### config.mk
export PLATFORM = sky130hd
export DESIGN_NAME = demux1to2_router
export DESIGN_NICKNAME = d
export VERILOG_FILES = /design/src/rtl/demux_pkg.sv /design/src/rtl/demux_out_stage.sv /design/src/rtl/demux1to2_router.sv
export SDC_FILE = /design/constraint.sdc
export NUM_CORES = 1
export LEC_CHECK = 0
export ABC_AREA = 1
export BUFFER_PORTS_ARGS = -buffer_cell sky130_fd_sc_hd__buf_2
export CORE_UTILIZATION = 45
export DETAILED_ROUTE_END_ITERATION = 10
export GPL_ROUTABILITY_DRIVEN = 0
export HOLD_SLACK_MARGIN = 0.06
export PLACE_DENSITY = 0.72
export SLEW_MARGIN = 20
export SYNTH_ARGS = -nofsm -noshare
export SYNTH_HDL_FRONTEND = slang
export SYNTH_HIERARCHICAL = 1
export SYNTH_SLANG_ARGS = --single-unit
export TNS_END_PERCENT = 1
### constraint.sdc
create_clock -name clk -period 1.7 [get_ports clk]
set_input_delay 0.17 -clock clk [delete_from_list [all_inputs] [get_ports clk]]
set_output_delay 0.17 -clock clk [all_outputs]
set_load 0.03 [all_outputs]
### src/rtl/demux_pkg.sv
// Shared types for the 1-to-2 stream demultiplexer: route-lock states and output count.
package demux_pkg;
  typedef enum logic [1:0] {IDLE, LOCK0, LOCK1} route_state_t;
  localparam int NUM_OUT = 2;
endpackage

### src/rtl/demux_out_stage.sv
// One-entry valid/ready register slice; accepts a new beat in the same cycle it drains.
module demux_out_stage #(
  parameter int WIDTH = 100
) (
  input  logic             clk,
  input  logic             rst_n,
  input  logic             fill,
  input  logic [WIDTH-1:0] fill_data,
  input  logic             fill_last,
  output logic             can_fill,
  output logic             out_valid,
  input  logic             out_ready,
  output logic [WIDTH-1:0] out_data,
  output logic             out_last
);
  logic             vld_p1;
  logic [WIDTH-1:0] data_p1;
  logic             last_p1;

  assign can_fill  = !vld_p1 || out_ready;
  assign out_valid = vld_p1;
  assign out_data  = data_p1;
  assign out_last  = last_p1;

  // p1: output register, loaded only when the upstream handshake targets this slice
  always_ff @(posedge clk or negedge rst_n) begin
    if (!rst_n) begin
      vld_p1  <= 1'b0;
      data_p1 <= '0;
      last_p1 <= 1'b0;
    end else if (fill) begin
      vld_p1  <= 1'b1;
      data_p1 <= fill_data;
      last_p1 <= fill_last;
    end else if (out_ready) begin
      vld_p1  <= 1'b0;
    end
  end
endmodule

### src/rtl/demux1to2_router.sv
// Packet-level 1-to-2 stream router: first beat picks the port, route locks until last beat.
module demux1to2_router
  import demux_pkg::*;
#(
  parameter int WIDTH = 100,
  parameter int CNT_W = 16
) (
  input  logic             clk,
  input  logic             rst_n,
  input  logic             in_valid,
  output logic             in_ready,
  input  logic [WIDTH-1:0] in_data,
  input  logic             in_sel,
  input  logic             in_last,
  output logic             out0_valid,
  input  logic             out0_ready,
  output logic [WIDTH-1:0] out0_data,
  output logic             out0_last,
  output logic             out1_valid,
  input  logic             out1_ready,
  output logic [WIDTH-1:0] out1_data,
  output logic             out1_last,
  output logic [CNT_W-1:0] cnt0,
  output logic [CNT_W-1:0] cnt1
);
  route_state_t       state, state_nxt;
  logic               target;
  logic               accept;
  logic [NUM_OUT-1:0] fill;
  logic [NUM_OUT-1:0] can_fill;

  function automatic logic [CNT_W-1:0] sat_inc(input logic [CNT_W-1:0] v);
    return (&v) ? v : v + {{(CNT_W-1){1'b0}}, 1'b1};
  endfunction

  always_comb begin
    target = in_sel;
    case (state)
      LOCK0:   target = 1'b0;
      LOCK1:   target = 1'b1;
      default: target = in_sel;
    endcase
  end

  assign in_ready = can_fill[target];
  assign accept   = in_valid && in_ready;
  assign fill[0]  = accept && !target;
  assign fill[1]  = accept && target;

  always_comb begin
    state_nxt = state;
    if (accept) begin
      if (in_last)     state_nxt = IDLE;
      else if (target) state_nxt = LOCK1;
      else             state_nxt = LOCK0;
    end
  end

  always_ff @(posedge clk or negedge rst_n) begin
    if (!rst_n) state <= IDLE;
    else        state <= state_nxt;
  end

  demux_out_stage #(.WIDTH(WIDTH)) u_stage0 (
    .clk(clk), .rst_n(rst_n),
    .fill(fill[0]), .fill_data(in_data), .fill_last(in_last), .can_fill(can_fill[0]),
    .out_valid(out0_valid), .out_ready(out0_ready), .out_data(out0_data), .out_last(out0_last)
  );

  demux_out_stage #(.WIDTH(WIDTH)) u_stage1 (
    .clk(clk), .rst_n(rst_n),
    .fill(fill[1]), .fill_data(in_data), .fill_last(in_last), .can_fill(can_fill[1]),
    .out_valid(out1_valid), .out_ready(out1_ready), .out_data(out1_data), .out_last(out1_last)
  );

  // Delivered-beat counters stick at all-ones rather than wrapping
  always_ff @(posedge clk or negedge rst_n) begin
    if (!rst_n) begin
      cnt0 <= '0;
      cnt1 <= '0;
    end else begin
      if (out0_valid && out0_ready) cnt0 <= sat_inc(cnt0);
      if (out1_valid && out1_ready) cnt1 <= sat_inc(cnt1);
    end
  end
endmodule
Word level (Yosys, flattened, before mapping)
Index checks and enable logic that the tools add are counted.
Storage, ports and cells
  flip-flop bits (word level): 238
  logic and storage cells: 41
  output and inout bits: 237
Cells by class
  bitwise logic cells: 2
  equal/unequal tests: 2
  order comparisons: 1
  multiplexer cells: 9
  reduce and logical (&&, ||, !) cells: 16
  add/subtract/negate cells: 2
Operators with widths (count)
  16-bit by 1-bit adder with 16-bit output, second input constant: 2
  16-bit AND reduction: 2
  1-bit 2-to-1 mux: 6
  1-bit logical AND: 5
  2-bit 2-to-1 mux: 2
  2-bit AND reduction: 2
  2-bit nonzero test: 2
  1-bit zero test: 3
  2-bit by 1-bit equality test with 1-bit output, second input constant: 1
  2-bit equality test, second input constant: 1
  1-bit logical OR: 2
  1-bit by 2-bit < comparator with 1-bit output, second input constant: 1
  1-bit inverter: 2
  1-bit one-hot mux with 2 select lines: 1

Depth between registers and ports, before layout
  word-level depth: 7
  depth in mapped cells: 11

Modules after synthesis
Netlist, hierarchy kept.
Modules (own cells, without submodules)
  demux_out_stage: area an instance 3875.0 um^2, cells an instance 431, times used 2
  demux1to2_router: area an instance 2192.1 um^2, cells an instance 315, times used 1

Least setup slack after synthesis
No wires, ideal clock.
  path type: reg-to-reg
  from: reg state[1]
  to: reg u_stage1.data_p1[10], in the netlist u_stage1/out_data[10]
  clock period less this slack: 1658 ps
  setup slack: 42 ps
  data arrival time: 1541 ps
  buffers on the path: 2
  cell stages (with the launch flop): 10
  library setup time: 118 ps
  required time: 1582 ps
  path through: dfrtp_1 -> ha_1 -> o21ai_0 -> nand2_1 -> nor2_1 -> inv_2 -> buf_4 -> buf_2 -> nand2_1 -> nand2_1
Between the ends
  longest elaborated chain between the ends: 6
  elaborated cells on any way between the ends: 7
RTL lines
  start, declared: line demux1to2_router.sv:26  | route_state_t state, state_nxt;
  start signal, assigned: line demux1to2_router.sv:61  | else state <= state_nxt;
  2-bit equality test / 2-bit by 1-bit equality test with 1-bit output (equally long branches): line demux1to2_router.sv:38  | case (state)
  1-bit one-hot mux with 2 select lines *: line demux1to2_router.sv:38
  1-bit 2-to-1 mux (not written as such) (2 in series): line demux1to2_router.sv:45  | assign in_ready = can_fill[target];
  1-bit logical AND: line demux1to2_router.sv:46  | assign accept = in_valid && in_ready;
  1-bit logical AND *: line demux1to2_router.sv:48  | assign fill[1] = accept && target;
  named net fill[1]: line demux1to2_router.sv:29  | logic [NUM_OUT-1:0] fill;
  end signal, assigned: line demux_out_stage.sv:33  | data_p1 <= fill_data;
  end, declared: line demux_out_stage.sv:17  | logic [WIDTH-1:0] data_p1;
The timed path passes the listed nets; every way through them passes the cells marked *. The select of a mux whose other input is x is not followed.
A chain may end at the register's enable or synchronous reset.

Worst setup path after layout
  from: reg state[1]
  to: out in_ready
Between the ends
  longest elaborated chain between the ends: 4
  elaborated cells on any way between the ends: 5
RTL lines
  2-bit equality test / 2-bit by 1-bit equality test with 1-bit output (equally long branches): line demux1to2_router.sv:38
  1-bit one-hot mux with 2 select lines *: line demux1to2_router.sv:38
  1-bit 2-to-1 mux (not written as such) * (2 in series): line demux1to2_router.sv:45
  end, declared: line demux1to2_router.sv:11  | output logic in_ready,
Every way passes the cells marked *; elsewhere a longest branch is shown, timed or not. The select of a mux whose other input is x is not followed.

==> impl_metrics.yaml <==
status:
  status: "finished, violations left"
  violations: "negative setup slack"
final_layout:
  fin_nets: 1754
  seq_area_mm2: 0.00596
  nFillCells: 1743
  layout-drive-gt1-share: 0.286
  multi_input_area_mm2: 0.00355
  area_growth_pct: 43.9
worst_hold_path:
  min_path_type: "in2async"
global_routing:
  grt_overflow: 0
  grt_pass1_wl_um: 46400
  grt_max_degree: 103
  grt_use_total: 0.258
  grt_pass1_vias: 9295
  antenna_found_initial: 1
drt:
  vias: 9339
  drt_wl_total_um: 30000
  drtIter0Drc: 511
  via_per_inst: 4.81
  first_pass_iters: 4
  wire_per_inst_um: 15.4
  drc_errors: 0
  final_antenna_net_count: 0
sta:
  min_period_ns: 1.92
  timing.final.ws_setup_ns: -0.220
  fmax_mhz: 521
  slew_headroom: 0.666
  slew_violations: 0
  rsz0062_at_grt: "yes"
  fin_skew_ns: 0.00509
  final-setup-viol-count: 205
  tightest_slew_ns: 0.501
  whs_ns: 0.180
  hold_viol_final: 0
  final.setup.tns_ns: -20.01
  fin_crit_sh: 1.13
die:
  io_pins: 344
  core-area_mm2: 0.0218
  num_rows: 54
  start_util: 0.457
  die_h_um: 151
  die_area_mm2: 0.0227
  fp.dieW_um: 151
synth:
  syn_inst: 1177
  yosys.area.top_type_share: 0.599
  synth.most_common_cell: "nand2_1"
  synth_area_mm2: 0.00994
  synth_flop_cell: "dfrtp_1"
  synth_cell_types: 25
  yosysSeqAreaShare: 0.599
  synth_edf_count: 0
  syn-num-nets: 1287
  synth_common_cells: "nand2_1 (729), dfrtp_1 (238), inv_1 (38)"
  synth_top_area_cell: "dfrtp_1"
  synth_area_per_cell_um2: 8.45
  async_flop_share: 1.00
  yosysWarnings: 6
  yosys-top-cells-area: "dfrtp_1 (60%), nand2_1 (28%), buf_6 (2.0%)"
  ys_ff_latch: 238
setup_path:
  critPathTopFamily: "flip-flops"
  slowest_delay_ns: 0.41
  crit_type: "reg2out"
  critPathBufInv: 2
  slowest_stage: "dfrtp_1"
  worst_ep_required_time_ns: 1.53
  worstSetupEndpointType: "primary output"
  crit_chain: "ha_4 -> nand2_2 -> o21ai_2 -> nand2_1 -> buf_4 -> nand2_2 -> buf_6"
  crit_path_start_kind: "flip-flop"
  worstPathArrival_ns: 1.75
  worstPathMaxFanout: 3
  path_common_cell: "nand2_2"
placement:
  portBuffers: 343
  place_hpwl_um: 18700
clock_network:
  clkTransAtPathRegs_ns: 0.06
  cts_max_level: 1
  cts_sinks: 238
  insertion_delay_ns: 0.52
  cts-root-buf: "clkbuf_16"
  cts.path.max_buffers: 3
  numCtsBuffers: 26
  cts_tree: "done"
power_and_ir_drop:
  pwr_density_cell_mw_per_mm2: 2030
  vdd_drop_max_v: 0.00117
  leakagePower_nw: 8.03
job:
  cap_viol_max_count: 0
## final timing paths
check	startpoint	depth (start not counted)	slack, ns	end
max in group asynchronous	rst_n	3	0.90	u_stage0/out_data[11]
worst min-delay path	rst_n	2	0.18	u_stage0/out_data[87]
worst max-delay path	state[1]	7	-0.22	in_ready
worst max register to register	state[1]	10	-0.21	u_stage1/out_data[76]
worst min register to register	u_stage0/out_data[33]	2	0.46	u_stage0/out_data[33]
min in group clk	in_valid	4	0.18	state[0]
## stage by stage
stage	worst slack, ns	cells	cell area, µm²	power, mW	util
floorplan	0.0417	1177	9940	17.9	-
global placement	-0.0582	1783	12100	21.9	0.555
detailed placement	-0.101	1783	12100	22.1	0.555
CTS	-0.252	1939	14300	28.9	0.655
global route	-0.297	1943	14300	30.7	0.658
finish	-0.220	1943	14300	29.1	0.658
## registers in the layout (all words and copies together), names as in the netlist
signal	flops
u_stage0/out_data	100
u_stage1/out_data	100
cnt0	16
cnt1	16
state	2
u_stage0/out_last	1
u_stage0/out_valid	1
u_stage1/out_last	1
u_stage1/out_valid	1
## timing repair
action,in CTS,in global routing
resized for setup,23,12
endpoints found under the setup margin,204,208
hold buffers,104,0
setup buffers,3,2
pin swaps,4,3
hold endpoints to repair,444,0
cloned,3,1
## kinds of logic (layout without fill, tap and decap cells)
kind of cell    Yosys count  in the layout  synth area share
compound gates           25             25            0.0133
xor+xnor                  6              6           0.00529
fa+ha+maj                 3              3           0.00378
buf+inv                  88            573            0.0508
flops                   238            238             0.599
other cells               0              1                 0
simple gates            817            817             0.328
## cell usage in the layout, fill, tap and decap left out, types with 2 or more instances in the layout
master and count:
nand2_1 721, buf_2 341, dfrtp_1 238, dlygate4sd3_1 104
inv_1 37, clkbuf_16 28, nor2_1 27, nand2_2 17
o21ai_0 13, buf_12 13, buf_4 13, nand3_1 12
nor2_4 10, nand4_1 10, nor2_2 9, clkbuf_8 7
o21ai_1 6, clkinv_2 6, nand2_4 5, xnor2_1 5
buf_6 5, inv_2 4, nand3b_1 4, bufinv_16 4
o21ai_2 3, a21oi_1 3, buf_16 3, ha_1 2
clkbuf_1 2, bufbuf_16 2
## power by group
part	internal, mW	total, mW	switching, mW	leakage [nW]
combinational	3.93	13.5	9.53	4.59
sequential	8.12	9.56	1.44	2.98
clock	3.78	6.02	2.24	0.465
total	15.8	29.1	13.2	8.03
## area by class of cell
| type | count | share of cell area |
|---|---|---|
| inverters | 44 | 0.0121 |
| clock inverters | 10 | 0.0105 |
| diodes | 1 | 0.000175 |
| repair buffers | 483 | 0.234 |
| clock buffers | 36 | 0.0545 |
| flip-flops and latches | 238 | 0.416 |
| multi-input cells | 851 | 0.248 |
| well taps | 280 | 0.0245 |
## metal layers
| metal | share of wire | global-route usage |
|---|---|---|
| met1 | 0.40 | 0.307 |
| met2 | 0.50 | 0.453 |
| met3 | 0.076 | 0.0585 |
| met4 | 0.031 | 0.0965 |
| met5 | 0 | 0 |
Note: power is estimated with default switching activity, not from simulation.
